<file path="config.mk">
export PLATFORM = sky130hd
export DESIGN_NAME = divu_hilo_unit
export DESIGN_NICKNAME = d
export VERILOG_FILES = /design/src/rtl/mips_ex_pkg.sv /design/src/rtl/divu_step.sv /design/src/rtl/divu_hilo_unit.sv
export SDC_FILE = /design/constraint.sdc
export NUM_CORES = 1
export LEC_CHECK = 0
export ABC_CLOCK_PERIOD_IN_PS = 6500
export CORE_UTILIZATION = 55
export CTS_BUF_LIST = sky130_fd_sc_hd__clkbuf_4 sky130_fd_sc_hd__clkbuf_8
export DETAILED_ROUTE_END_ITERATION = 10
export PLACE_DENSITY = 0.86
export SLEW_MARGIN = 15
export SYNTH_ARGS = -nofsm -noshare
export SYNTH_HDL_FRONTEND = slang
export SYNTH_SLANG_ARGS = --single-unit
</file>
<file path="constraint.sdc">
create_clock -name clk -period 6.5 [get_ports clk]
set_input_delay 0.975 -clock clk [delete_from_list [all_inputs] [get_ports clk]]
set_output_delay 0.975 -clock clk [all_outputs]
set_load 0.02 [all_outputs]
</file>
<file path="src/rtl/mips_ex_pkg.sv">
// Shared EX-stage constants: HI/LO read selects, divider state encoding
// and the divide latency seen by ALU control.
package mips_ex_pkg;

  localparam logic [1:0] HILO_HI   = 2'b00;
  localparam logic [1:0] HILO_LO   = 2'b01;
  localparam logic [1:0] HILO_NONE = 2'b10;

  localparam logic [1:0] ST_IDLE   = 2'd0;
  localparam logic [1:0] ST_RUN    = 2'd1;
  localparam logic [1:0] ST_COMMIT = 2'd2;

  localparam int unsigned DIV_CYCLES = 33;

endpackage

</file>
<file path="src/rtl/divu_step.sv">
// One combinational restoring-division iteration on {rem, quo}.
module divu_step #(
  parameter int WIDTH = 32
) (
  input  logic [WIDTH-1:0] rem_i,
  input  logic [WIDTH-1:0] quo_i,
  input  logic [WIDTH-1:0] divisor_i,
  output logic [WIDTH-1:0] rem_o,
  output logic [WIDTH-1:0] quo_o
);

  logic [WIDTH:0] rem_sh;
  logic [WIDTH:0] trial;

  // Since rem < divisor is kept invariant, the top bit of trial is a clean sign bit.
  assign rem_sh = {rem_i, quo_i[WIDTH-1]};
  assign trial  = rem_sh - {1'b0, divisor_i};
  assign rem_o  = trial[WIDTH] ? rem_sh[WIDTH-1:0] : trial[WIDTH-1:0];
  assign quo_o  = {quo_i[WIDTH-2:0], ~trial[WIDTH]};

endmodule

</file>
<file path="src/rtl/divu_hilo_unit.sv">
// Multi-cycle unsigned divider feeding the HI/LO registers, with mfhi/mflo
// read mux and a stall while a division is in flight.
module divu_hilo_unit
  import mips_ex_pkg::*;
#(
  parameter int WIDTH = 32
) (
  input  logic             clk,
  input  logic             rst,
  input  logic             div_start,
  input  logic [WIDTH-1:0] dividend,
  input  logic [WIDTH-1:0] divisor,
  input  logic [1:0]       hilo_sel,
  output logic [WIDTH-1:0] hilo_out,
  output logic             busy,
  output logic             done,
  output logic             hilo_stall,
  output logic [1:0]       dbg_state
);

  localparam int CNT_W = $clog2(WIDTH) + 1;

  logic [1:0]       state_q, state_d;
  logic [CNT_W-1:0] cnt_q, cnt_d;
  logic [WIDTH-1:0] rem_q, rem_d;
  logic [WIDTH-1:0] quo_q, quo_d;
  logic [WIDTH-1:0] dvsr_q, dvsr_d;
  logic [WIDTH-1:0] hi_q, hi_d;
  logic [WIDTH-1:0] lo_q, lo_d;
  logic [WIDTH-1:0] step_rem, step_quo;
  logic             rd_req;

  divu_step #(.WIDTH(WIDTH)) u_step (
    .rem_i     (rem_q),
    .quo_i     (quo_q),
    .divisor_i (dvsr_q),
    .rem_o     (step_rem),
    .quo_o     (step_quo)
  );

  always_comb begin
    state_d = state_q;
    cnt_d   = cnt_q;
    rem_d   = rem_q;
    quo_d   = quo_q;
    dvsr_d  = dvsr_q;
    hi_d    = hi_q;
    lo_d    = lo_q;
    case (state_q)
      ST_IDLE: begin
        if (div_start) begin
          state_d = ST_RUN;
          rem_d   = '0;
          quo_d   = dividend;
          dvsr_d  = divisor;
          cnt_d   = '0;
        end
      end
      ST_RUN: begin
        rem_d = step_rem;
        quo_d = step_quo;
        cnt_d = cnt_q + 1'b1;
        if (cnt_q == CNT_W'(WIDTH - 1)) state_d = ST_COMMIT;
      end
      ST_COMMIT: begin
        hi_d    = rem_q;
        lo_d    = quo_q;
        state_d = ST_IDLE;
      end
      default: state_d = ST_IDLE;
    endcase
  end

  always_ff @(posedge clk) begin
    if (rst) begin
      state_q <= ST_IDLE;
      cnt_q   <= '0;
      rem_q   <= '0;
      quo_q   <= '0;
      dvsr_q  <= '0;
      hi_q    <= '0;
      lo_q    <= '0;
    end else begin
      state_q <= state_d;
      cnt_q   <= cnt_d;
      rem_q   <= rem_d;
      quo_q   <= quo_d;
      dvsr_q  <= dvsr_d;
      hi_q    <= hi_d;
      lo_q    <= lo_d;
    end
  end

  always_comb begin
    case (hilo_sel)
      HILO_HI: hilo_out = hi_q;
      HILO_LO: hilo_out = lo_q;
      default: hilo_out = '0;
    endcase
  end

  // Bit 1 of the select marks "no HI/LO read" (10 and 11).
  assign rd_req     = (hilo_sel & HILO_NONE) == 2'b00;
  assign busy       = (state_q != ST_IDLE);
  assign done       = (state_q == ST_COMMIT);
  assign hilo_stall = busy & rd_req;
  assign dbg_state  = state_q;

endmodule

</file>
==> impl_metrics.sql, run 1 <==
INSERT INTO impl_metrics (metric_group, metric, value, unit) VALUES
('final_layout', 'design_area', '10100', 'µm²'),
('placement', 'dpl-instance-area', '9730', 'µm²'),
('critical_path', 'crit_type', 'reg -> out', ''),
('synth', 'ys_seq_elements', '168', ''),
('clock_network', 'post-cts-setup-buffer-count', '0', ''),
('timing', 'final.min_clock_period', '3.76', 'ns'),
('clock_network', 'postCtsHoldBufs', '0', ''),
('synth', 'synth.net_count', '1248', ''),
('clock_network', 'numClockSinks', '168', ''),
('synth', 'syn-cell-area', '8620', 'µm²'),
('global_route', 'grt_start_max_net_pins', '76', ''),
('floorplanning', 'die_w', '127', 'µm'),
('critical_path', 'critical_path_peak_fanout', '65', ''),
('clock_network', 'path_clk_slew', '0.09', 'ns'),
('critical_path', 'arrival_time_worst_endpoint', '2.79', 'ns'),
('synth', 'synth_cells', '1145', ''),
('critical_path', 'critPathMostFrequentCell', 'sky130_fd_sc_hd__buf_4', ''),
('synth', 'ys_seq_area_share', '39.0', '%'),
('synth', 'synth-async-reset-ratio', '0', '%'),
('timing', 'rsz_0062_raised_after_global_routing', 'no', ''),
('clock_network', 'htree_num_levels', '4', ''),
('power_and_ir_drop', 'power.ir.vdd_worst', '290', 'µV'),
('timing', 'max_clock_freq', '0.266', 'GHz'),
('placement', 'port_buffers', '105', ''),
('routing', 'finalWirelength', '21.6', 'mm'),
('clock_network', 'resize_count_post_cts', '0', ''),
('global_route', 'grt.met2_usage', '47.1', '%'),
('final_layout', 'layout-drive-gt1-share', '5.19', '%'),
('power_and_ir_drop', 'powerDensity', '405', 'nW/µm²'),
('critical_path', 'crit_slowest_cell', 'sky130_fd_sc_hd__clkdlybuf4s50_1', ''),
('timing', 'worst_slew_margin_rel', '22.4', '%'),
('final_layout', 'mostFrequentLayoutCell', 'sky130_fd_sc_hd__nand2_1', ''),
('run', 'maxCapViolCount', '0', ''),
('power_and_ir_drop', 'p_leak', '3.87', 'nW'),
('routing', 'antenna_violating_nets_post_route', '0', ''),
('clock_network', 'clock_latency', '0.48', 'ns'),
('global_route', 'antenna_found_initial', '1', ''),
('timing', 'slew_viol_final', '0', ''),
('routing', 'detailedRoute.firstPassIterationCount', '5', ''),
('clock_network', 'cts_buffers', '17', ''),
('critical_path', 'critical_path.top_delay_family', 'buffers and inverters', ''),
('timing', 'final.hold.worst_slack', '0.457', 'ns'),
('critical_path', 'critical_path.endpoint_type', 'output pin', ''),
('floorplanning', 'top_level_ports', '106', ''),
('final_layout', 'num-nets-final', '1304', ''),
('global_route', 'overflow', '0', ''),
('status', 'outcome', 'complete, no violations', ''),
('floorplanning', 'die_extent_in_y', '127', 'µm'),
('timing', 'timing.setup.tns', '0', 'ns'),
('synth', 'mean_cell_area_of_the_mapped_netlist', '7.53', 'µm²'),
('routing', 'routed_wire_length_per_instance', '15.2', 'µm'),
('synth', 'synth_top_flop_cell', 'sky130_fd_sc_hd__dfxtp_1', ''),
('synth', 'synth.yosys.warnings', '0', ''),
('clock_network', 'tritoncts_clock_tree', 'done', ''),
('critical_path', 'crit_required', '5.52', 'ns'),
('final_layout', 'commonest_cells_after_routing_fill_and_taps_aside', 'sky130_fd_sc_hd__nand2_1 (280), sky130_fd_sc_hd__a21oi_1 (168), sky130_fd_sc_hd__dfxtp_1 (168)', ''),
('final_layout', 'area_growth_syn_to_layout', '17.3', '%'),
('timing', 'worst_clock_skew', '0.0172', 'ns'),
('floorplanning', 'rows', '45', ''),
('floorplanning', 'floorplan.initialDensity', '56.5', '%'),
('routing', 'detailedRoute.firstIterationViolations', '841', ''),
('floorplanning', 'coreArea', '15300', 'µm²'),
('timing', 'final-hold-violation-count', '0', ''),
('routing', 'drc', '0', ''),
('min_path', 'hold_path_class', 'reg -> reg', ''),
('global_route', 'grt_pass1_vias', '7588', ''),
('critical_path', 'critPathMaxStageDelay', '0.73', 'ns'),
('final_layout', 'final_cell_count_without_fillers', '1426', ''),
('global_route', 'track_usage', '27.2', '%'),
('global_route', 'grt_first_pass_wirelength', '35.4', 'mm'),
('placement', 'finalWeightedCongestion', '0.889', '');
==> routing by layer <==
layer  vias to the layer above  wire, µm
li1                       4072         -
met1                      3846      9250
met2                       249     10700
met3                        62       929
met4                         0       774
met5                         -         0
==> final timing paths <==
kind / from / endpoint / slack (ns) / cells after the start
setup / recovery: dbg_state[1] / done / 2.74 / 5
hold / removal: dvsr_q[3] / dvsr_q[3] / 0.46 / 2
setup reg to reg: quo_q[31] / rem_q[0] / 2.84 / 14
hold reg to reg: dvsr_q[3] / dvsr_q[3] / 0.46 / 2
==> report_power, final <==
| group | internal, mW | switching [mW] | total, mW |
|---|---|---|---|
| clock network | 0.301 | 0.447 | 0.747 |
| registers | 1.12 | 0.117 | 1.24 |
| logic | 0.826 | 1.29 | 2.12 |
| total | 2.25 | 1.85 | 4.10 |
==> cell type report <==
cell class / count / area (µm²) / share of cell area [%]
Multi-Input combinational cell: 862 / 4840 / 47.9
Sequential cell: 168 / 3360 / 33.2
Timing Repair Buffer: 114 / 1110 / 10.9
Tap cell: 211 / 264 / 2.61
Clock buffer: 18 / 248 / 2.45
Clock inverter: 14 / 148 / 1.46
Inverter: 38 / 143 / 1.41
Antenna cell: 1 / 2.50 / 0.0247
==> synthesized netlist by cell type, types with 3 or more instances <==
| master | count | area share (%) |
|---|---|---|
| sky130_fd_sc_hd__clkbuf_1 | 53 | 2.3 |
| sky130_fd_sc_hd__a31oi_1 | 6 | 0.44 |
| sky130_fd_sc_hd__buf_2 | 4 | 0.23 |
| sky130_fd_sc_hd__a22oi_1 | 31 | 2.7 |
| sky130_fd_sc_hd__or2_2 | 4 | 0.29 |
| sky130_fd_sc_hd__dfxtp_1 | 168 | 39 |
| sky130_fd_sc_hd__nor2b_1 | 5 | 0.36 |
| sky130_fd_sc_hd__nor4b_1 | 3 | 0.30 |
| sky130_fd_sc_hd__buf_1 | 17 | 0.74 |
| sky130_fd_sc_hd__o211ai_1 | 5 | 0.44 |
| sky130_fd_sc_hd__a21o_1 | 12 | 1.0 |
| sky130_fd_sc_hd__a32oi_1 | 6 | 0.61 |
| sky130_fd_sc_hd__nand2b_1 | 7 | 0.51 |
| sky130_fd_sc_hd__a211oi_1 | 5 | 0.44 |
| sky130_fd_sc_hd__xor2_1 | 8 | 0.81 |
| sky130_fd_sc_hd__a21oi_1 | 168 | 9.7 |
| sky130_fd_sc_hd__nand4_1 | 6 | 0.44 |
| sky130_fd_sc_hd__a2111oi_0 | 4 | 0.41 |
| sky130_fd_sc_hd__inv_1 | 38 | 1.7 |
| sky130_fd_sc_hd__nor4_1 | 3 | 0.22 |
| sky130_fd_sc_hd__o21ai_0 | 27 | 1.6 |
| sky130_fd_sc_hd__nor3_1 | 15 | 0.87 |
| sky130_fd_sc_hd__and3_1 | 8 | 0.58 |
| sky130_fd_sc_hd__o21a_1 | 9 | 0.78 |
| sky130_fd_sc_hd__mux2i_1 | 34 | 3.9 |
| sky130_fd_sc_hd__nor2_1 | 63 | 2.7 |
| sky130_fd_sc_hd__nand2_1 | 280 | 12 |
| sky130_fd_sc_hd__nand3_1 | 68 | 3.9 |
| sky130_fd_sc_hd__xnor2_1 | 18 | 1.8 |
| sky130_fd_sc_hd__ha_1 | 33 | 4.8 |
==> state kept, by name (all words and copies together), names as in the netlist <==
signal,flops
cnt_q,6
dbg_state,2
dvsr_q,32
hi_q,32
lo_q,32
quo_q,32
rem_q,32
==> worst min-delay path, delay by kind of cell (launching register included) <==
family | cells | cell delay, ns
AO/OA/AOI/OAI | 1 | 0.05
AND/OR/NAND/NOR | 1 | 0.05
flip-flops | 1 | 0.32
==> through the flow <==
| step | util, % | worst slack (ns) | power [mW] |
|---|---|---|---|
| 2_1_floorplan | - | 3.45 | 2.89 |
| 3_3_place_gp | 63.7 | 2.63 | 3.29 |
| 3_5_place_dp | 63.7 | 2.46 | 3.32 |
| 4_1_cts | 66.3 | 2.47 | 4.07 |
| 5_1_grt | 66.3 | 2.57 | 4.36 |
| 6_report | 66.3 | 2.74 | 4.10 |
==> logic make-up after synthesis <==
kind of cell | count (synthesis) | share of synthesized area [%]
xor+xnor | 27 | 2.83
simple gates | 469 | 23.0
buf+inv | 115 | 5.24
fa+ha+maj | 34 | 5.02
compound gates | 297 | 20.8
flops | 168 | 39.0
mux | 35 | 4.08
Power figures use the tool's default switching activity.
==> run 2: changes to the inputs <==
--- a/config.mk
+++ b/config.mk
@@ -5,11 +5,11 @@
 export SDC_FILE = /design/constraint.sdc
 export NUM_CORES = 1
 export LEC_CHECK = 0
-export ABC_CLOCK_PERIOD_IN_PS = 6500
-export CORE_UTILIZATION = 55
+export ABC_CLOCK_PERIOD_IN_PS = 3200
+export CORE_UTILIZATION = 52
 export CTS_BUF_LIST = sky130_fd_sc_hd__clkbuf_4 sky130_fd_sc_hd__clkbuf_8
 export DETAILED_ROUTE_END_ITERATION = 10
-export PLACE_DENSITY = 0.86
+export PLACE_DENSITY = 0.85
 export SLEW_MARGIN = 15
 export SYNTH_ARGS = -nofsm -noshare
 export SYNTH_HDL_FRONTEND = slang
==> constraint.sdc (replaced) <==
create_clock -name clk -period 3.2 [get_ports clk]
set_input_delay 0.48 -clock clk [delete_from_list [all_inputs] [get_ports clk]]
set_output_delay 0.48 -clock clk [all_outputs]
set_load 0.02 [all_outputs]
==> run 2 against run 1 <==
  * Setup slack lost 2.6 ns
  * Via count grew 1.4%
  * Sequential power grew 100%
  * First-iteration DRC count grew 2.5%
  * Highest routed layer unchanged
  * Sequential cell count is the same
  * Power grew 120%
  * Global-route usage grew 0.050 points
  * Register-to-register slack lost 2.7 ns
  * Largest power group unchanged
  * Clock power grew 95%
  * Clock skew shrank 0.0065 ns
==> impl_metrics.sql, run 2 (same netlist as run 1, synthesis figures left out) <==
INSERT INTO impl_metrics (metric_group, metric, value, unit) VALUES
('status', 'outcome', 'complete, no violations', ''),
('final_layout', 'antenna_cells_inserted', '0', ''),
('routing', 'routed_wire_length_per_instance', '15.5', 'µm'),
('clock_network', 'cts_buffers', '17', ''),
('critical_path', 'critical_path.endpoint_type', 'flop', ''),
('placement', 'dp_hpwl', '15.6', 'mm'),
('critical_path', 'crit_slowest_cell', 'sky130_fd_sc_hd__o31ai_4', ''),
('critical_path', 'crit_chain', 'inv_1 > ha_1 > inv_2 > fa_2 > a211oi_2 > o211ai_1 > a21oi_2 > o31ai_4 > a21oi_4 > o21ai_4 > xor2_2 > buf_4 > buf_12 > mux2i_1 > o21ai_0', ''),
('critical_path', 'crit_path_start', 'quo_q[31]', ''),
('floorplanning', 'die_w', '131', 'µm'),
('timing', 'final-hold-violation-count', '0', ''),
('clock_network', 'clk_root_buffer_cell', 'sky130_fd_sc_hd__clkbuf_8', ''),
('critical_path', 'reg_to_reg_setup_timing_slack', '0.1', 'ns'),
('critical_path', 'crit_type', 'reg -> reg', ''),
('timing', 'worstMarginPinSlew', '0.671', 'ns'),
('timing', 'finalSetupViolations', '0', ''),
('timing', 'final.min_clock_period', '3.10', 'ns'),
('critical_path', 'critical_path_peak_fanout', '14', ''),
('routing', 'finalWirelength', '22.5', 'mm'),
('clock_network', 'tritoncts_clock_tree', 'done', ''),
('placement', 'dpl-instance-area', '9850', 'µm²'),
('floorplanning', 'floorplan.initialDensity', '53.7', '%'),
('power_and_ir_drop', 'powerDensity', '858', 'nW/µm²'),
('global_route', 'overflow', '0', ''),
('critical_path', 'r2r-start', 'quo_q[31]', ''),
('timing', 'slew_viol_final', '0', ''),
('global_route', 'grt_pass1_vias', '8004', ''),
('critical_path', 'endpoint_of_the_most_critical_setup_path', 'rem_q[3]', ''),
('final_layout', 'mostFrequentLayoutCell', 'sky130_fd_sc_hd__nand2_1', ''),
('placement', 'port_buffers', '105', ''),
('critical_path', 'crit_required', '3.54', 'ns'),
('clock_network', 'path_clk_slew', '0.10', 'ns'),
('routing', 'num_vias', '8346', ''),
('floorplanning', 'top_level_ports', '106', ''),
('routing', 'antenna_violating_nets_post_route', '0', ''),
('power_and_ir_drop', 'power.ir.vdd_worst', '682', 'µV'),
('clock_network', 'clock_latency', '0.47', 'ns'),
('clock_network', 'cts.path.max_buffers', '2', ''),
('clock_network', 'numClockSinks', '168', ''),
('critical_path', 'arrival_time_worst_endpoint', '3.44', 'ns'),
('timing', 'worst_clock_skew', '0.0107', 'ns'),
('final_layout', 'fill_cells', '1372', ''),
('global_route', 'antenna_found_initial', '0', ''),
('critical_path', 'r2r_end', 'rem_q[3]', ''),
('final_layout', 'layout-drive-gt1-share', '6.90', '%'),
('floorplanning', 'die_area', '17100', 'µm²'),
('global_route', 'grt_first_pass_wirelength', '36.8', 'mm'),
('global_route', 'track_usage', '27.2', '%'),
('final_layout', 'num-nets-final', '1322', ''),
('run', 'maxCapViolCount', '0', ''),
('critical_path', 'worst_r2r_path_depth', '15', ''),
('clock_network', 'postCtsHoldBufs', '0', ''),
('final_layout', 'design_area', '10300', 'µm²'),
('critical_path', 'critPathMaxStageDelay', '0.36', 'ns'),
('routing', 'detailedRoute.firstPassIterationCount', '6', ''),
('floorplanning', 'rows', '46', ''),
('global_route', 'grt_start_max_net_pins', '113', ''),
('timing', 'min_period_over_period', '96.9', '%'),
('power_and_ir_drop', 'p_leak', '3.95', 'nW'),
('final_layout', 'postLayoutCoreUtil', '64.0', '%'),
('routing', 'detailedRoute.firstIterationViolations', '862', ''),
('routing', 'drc', '0', ''),
('final_layout', 'area_growth_syn_to_layout', '19.2', '%'),
('clock_network', 'htree_num_levels', '4', ''),
('final_layout', 'register_area', '3360', 'µm²'),
('timing', 'max_clock_freq', '0.322', 'GHz'),
('min_path', 'whs_path_depth', '2', ''),
('placement', 'finalWeightedCongestion', '0.944', ''),
('final_layout', 'commonest_cells_after_routing_fill_and_taps_aside', 'sky130_fd_sc_hd__nand2_1 (280), sky130_fd_sc_hd__a21oi_1 (167), sky130_fd_sc_hd__dfxtp_1 (167)', ''),
('timing', 'worst_slew_margin_rel', '55.3', '%'),
('critical_path', 'startpoint_types', 'flop', ''),
('min_path', 'hold_path_class', 'in -> reg', ''),
('final_layout', 'area_used_by_multi_input_combinational_logic', '4850', 'µm²'),
('routing', 'routed_via_density', '5.76', ''),
('floorplanning', 'die_extent_in_y', '131', 'µm'),
('floorplanning', 'coreArea', '16100', 'µm²');
==> run 2: area by class of cell <==
class	count	share of cell area (%)
inverter	38	1.39
sequential	168	32.7
multi-input combinational	862	47.2
timing repair buffer	132	12.5
tap	216	2.63
clock buffer	17	2.28
clock inverter	15	1.28
==> run 2: layer usage <==
| metal | vias to the layer above | routed length, µm | GRT usage [%] |
|---|---|---|---|
| met3 | 65 | 1070 | 4.85 |
| met4 | 0 | 798 | 12.9 |
| met1 | 3914 | 9500 | 32.7 |
| li1 | 4096 | - | - |
| met2 | 271 | 11100 | 47.0 |
| met5 | - | 0 | 0 |
==> run 2: timing repair <==
action                                 4_1_cts  5_1_grt
resized for setup                            0        9
setup endpoints to repair                    0       25
setup buffers                                0        6
endpoints found under the hold margin        0        0
==> run 2: power breakdown <==
part	switching, mW	total (mW)	internal (mW)
clock	0.886	1.46	0.570
combinational	2.76	4.84	2.08
sequential	0.251	2.53	2.27
==> run 2: stage by stage <==
step           instances  hold WS (ns)  setup TNS (ns)  total power, mW  setup WS, ns
6_report            1448         0.405               0             8.82        0.0985
2_1_floorplan       1145         0.432               0             5.88         0.381
3_3_place_gp        1410         0.442               0             7.00         0.169
5_1_grt             1448         0.425          -0.101             9.42       -0.0589
3_5_place_dp        1410         0.447               0             7.06        0.0634
4_1_cts             1442         0.394               0             8.52        0.0166
==> run 2: how the worst min path moves through the flow <==
| stage | from | slack [ns] | to |
|---|---|---|---|
| floorplan | quo_q[31] | 0.43 | lo_q[31] |
| global placement | lo_q[12] | 0.44 | lo_q[12] |
| detailed placement | dvsr_q[1] | 0.45 | dvsr_q[1] |
| CTS | rst | 0.39 | cnt_q[5] |
| global route | rst | 0.42 | cnt_q[4] |
| finish | rst | 0.40 | cnt_q[5] |
==> run 2: worst max-delay path: cells and delay by family (launching register included) <==
family / cells / cell delay [ns]
AO/OA/AOI/OAI: 7 / 1.41
XOR/XNOR: 1 / 0.18
adder cells (fa/ha/maj): 2 / 0.43
buffers and inverters: 4 / 0.40
flip-flops: 1 / 0.34
multiplexers: 1 / 0.21
==> run 3: changes to the inputs <==
--- a/config.mk
+++ b/config.mk
@@ -6,6 +6,7 @@
 export NUM_CORES = 1
 export LEC_CHECK = 0
 export ABC_CLOCK_PERIOD_IN_PS = 3200
+export CORE_ASPECT_RATIO = 0.5
 export CORE_UTILIZATION = 52
 export CTS_BUF_LIST = sky130_fd_sc_hd__clkbuf_4 sky130_fd_sc_hd__clkbuf_8
 export DETAILED_ROUTE_END_ITERATION = 10
==> run 3 against run 2 <==
  * Clock power increased by 5%
  * Via count increased by 0.18%
  * Non-clock buffer count decreased by 1
  * Worst hold slack improved by 0.031 ns
  * Combinational power increased by 3%
  * Sequential share of layout area decreased by 0.19 points
==> impl_metrics.sql, run 3 (same netlist as run 1, synthesis figures left out) <==
INSERT INTO impl_metrics (metric_group, metric, value, unit) VALUES
('routing', 'detailedRoute.firstIterationViolations', '1087', ''),
('routing', 'drc', '0', ''),
('clock_network', 'tritoncts_clock_tree', 'done', ''),
('timing', 'final.min_clock_period', '3.05', 'ns'),
('clock_network', 'clock_latency', '0.47', 'ns'),
('routing', 'detailedRoute.firstPassIterationCount', '5', ''),
('floorplanning', 'die_w', '184', 'µm'),
('timing', 'timing.setup.tns', '0', 'ns'),
('timing', 'final-hold-violation-count', '0', ''),
('global_route', 'grt_pass1_vias', '7761', ''),
('timing', 'worstMarginPinSlew', '1.06', 'ns'),
('final_layout', 'commonest_cells_after_routing_fill_and_taps_aside', 'sky130_fd_sc_hd__nand2_1 (280), sky130_fd_sc_hd__dfxtp_1 (168), sky130_fd_sc_hd__a21oi_1 (167)', ''),
('placement', 'port_buffers', '105', ''),
('timing', 'min_period_over_period', '95.3', '%'),
('final_layout', 'postLayoutCoreUtil', '65.4', '%'),
('final_layout', 'num-nets-final', '1321', ''),
('critical_path', 'arrival_time_worst_endpoint', '3.40', 'ns'),
('timing', 'worst_clock_skew', '0.0121', 'ns'),
('timing', 'worst_slew_margin_rel', '29.5', '%'),
('critical_path', 'crit_chain', 'inv_1 > ha_1 > inv_1 > fa_1 > a211oi_2 > o211ai_1 > a21oi_2 > o31ai_4 > a21oi_4 > o21ai_4 > xnor2_4 > buf_4 > a32oi_1 > o21ai_0', ''),
('critical_path', 'startpoint_types', 'flop', ''),
('placement', 'dp_hpwl', '17.3', 'mm'),
('routing', 'routed_wire_length_per_instance', '16.7', 'µm'),
('floorplanning', 'top_level_ports', '106', ''),
('global_route', 'track_usage', '29.2', '%'),
('final_layout', 'mostFrequentLayoutCell', 'sky130_fd_sc_hd__nand2_1', ''),
('global_route', 'overflow', '0', ''),
('clock_network', 'cts_buffers', '17', ''),
('global_route', 'antenna_found_initial', '0', ''),
('timing', 'max_clock_freq', '0.328', 'GHz'),
('routing', 'routed_via_density', '5.76', ''),
('critical_path', 'crit_type', 'reg -> reg', ''),
('critical_path', 'critical_path.top_delay_family', 'compound AO/OA/AOI/OAI gates', ''),
('floorplanning', 'floorplan.initialDensity', '54.5', '%'),
('clock_network', 'cts.path.max_buffers', '2', ''),
('power_and_ir_drop', 'powerDensity', '880', 'nW/µm²'),
('final_layout', 'fill_cells', '1343', ''),
('clock_network', 'clk_root_buffer_cell', 'sky130_fd_sc_hd__clkbuf_8', ''),
('floorplanning', 'coreArea', '15800', 'µm²'),
('routing', 'antenna_violating_nets_post_route', '0', ''),
('critical_path', 'critPathMostFrequentCell', 'sky130_fd_sc_hd__inv_1', ''),
('critical_path', 'critPathMaxStageDelay', '0.42', 'ns'),
('critical_path', 'critical_path_peak_fanout', '13', ''),
('final_layout', 'layout-drive-gt1-share', '6.82', '%'),
('floorplanning', 'die_extent_in_y', '93.1', 'µm'),
('power_and_ir_drop', 'power.ir.vdd_worst', '546', 'µV'),
('critical_path', 'cp_num_buf_inv', '3', ''),
('routing', 'num_vias', '8361', ''),
('critical_path', 'crit_slowest_cell', 'sky130_fd_sc_hd__fa_1', ''),
('timing', 'finalSetupViolations', '0', ''),
('power_and_ir_drop', 'p_leak', '3.97', 'nW'),
('final_layout', 'antenna_cells_inserted', '0', ''),
('routing', 'finalWirelength', '24.2', 'mm'),
('critical_path', 'critical_path.endpoint_type', 'flop', ''),
('global_route', 'grt_start_max_net_pins', '105', ''),
('floorplanning', 'die_area', '17100', 'µm²'),
('placement', 'finalWeightedCongestion', '0.954', ''),
('min_path', 'hold_path_class', 'in -> reg', ''),
('clock_network', 'htree_num_levels', '4', ''),
('run', 'maxCapViolCount', '0', ''),
('status', 'outcome', 'complete, no violations', ''),
('clock_network', 'postCtsHoldBufs', '0', ''),
('critical_path', 'crit_required', '3.55', 'ns'),
('clock_network', 'numClockSinks', '168', ''),
('global_route', 'grt_first_pass_wirelength', '39.6', 'mm'),
('timing', 'slew_viol_final', '0', ''),
('floorplanning', 'rows', '32', ''),
('final_layout', 'area_growth_syn_to_layout', '19.8', '%'),
('clock_network', 'path_clk_slew', '0.10', 'ns');
run 3: cell count changes in the layout (fill, tap and decap cells not counted), moves of 2 or more:
cell,delta
sky130_fd_sc_hd__clkinv_8,+6
sky130_fd_sc_hd__inv_6,-3
sky130_fd_sc_hd__a2111oi_1,-2
sky130_fd_sc_hd__clkinvlp_4,-2
run 3: power by group:
group          total [mW]  switching [mW]  internal [mW]
Sequential           2.57           0.300           2.27
Clock                1.54           0.943          0.598
Combinational        4.98            2.90           2.08
Total                9.09            4.14           4.95
run 3: stage by stage:
| stage | cell area [µm²] | hold WS, ns | power, mW | cells | setup WS, ns |
|---|---|---|---|---|---|
| final | 10300 | 0.436 | 9.09 | 1452 | 0.152 |
| after global routing | 10300 | 0.442 | 9.62 | 1452 | -0.0149 |
| after CTS | 10300 | 0.419 | 8.77 | 1449 | 0.0376 |
| after detailed placement | 9860 | 0.446 | 7.17 | 1417 | 0.0216 |
| after global placement | 9860 | 0.441 | 7.10 | 1417 | 0.112 |
| after floorplan | 8620 | 0.432 | 5.88 | 1145 | 0.381 |
run 3: timing repair:
action	4_1_cts	5_1_grt
resized for setup	2	7
endpoints found under the setup margin	2	21
pin swaps	0	4
setup buffers	0	3
run 3: worst paths after layout:
| kind | from | to | slack (ns) | cells after the start |
|---|---|---|---|---|
| worst max register to register | quo_q[31] | rem_q[23] | 0.15 | 14 |
| worst min register to register | dvsr_q[1] | dvsr_q[1] | 0.46 | 2 |
| worst max-delay path | quo_q[31] | rem_q[23] | 0.15 | 14 |
| worst min-delay path | rst | dbg_state[0] | 0.44 | 2 |
run 3: per-layer routing:
metal | share of wire (%) | global-route usage [%]
met1 | 48 | 43.0
met2 | 42 | 43.4
met3 | 8.8 | 4.95
met4 | 1.2 | 8.47
met5 | 0 | 0
run 3: final cells by class:
class	instances	area, µm²	area share [%]
well taps	221	277	2.68
inverters	38	143	1.38
repair buffers	131	1260	12.2
clock buffers	17	234	2.26
flip-flops and latches	168	3360	32.5
clock inverters	15	180	1.74
multi-input cells	862	4880	47.2
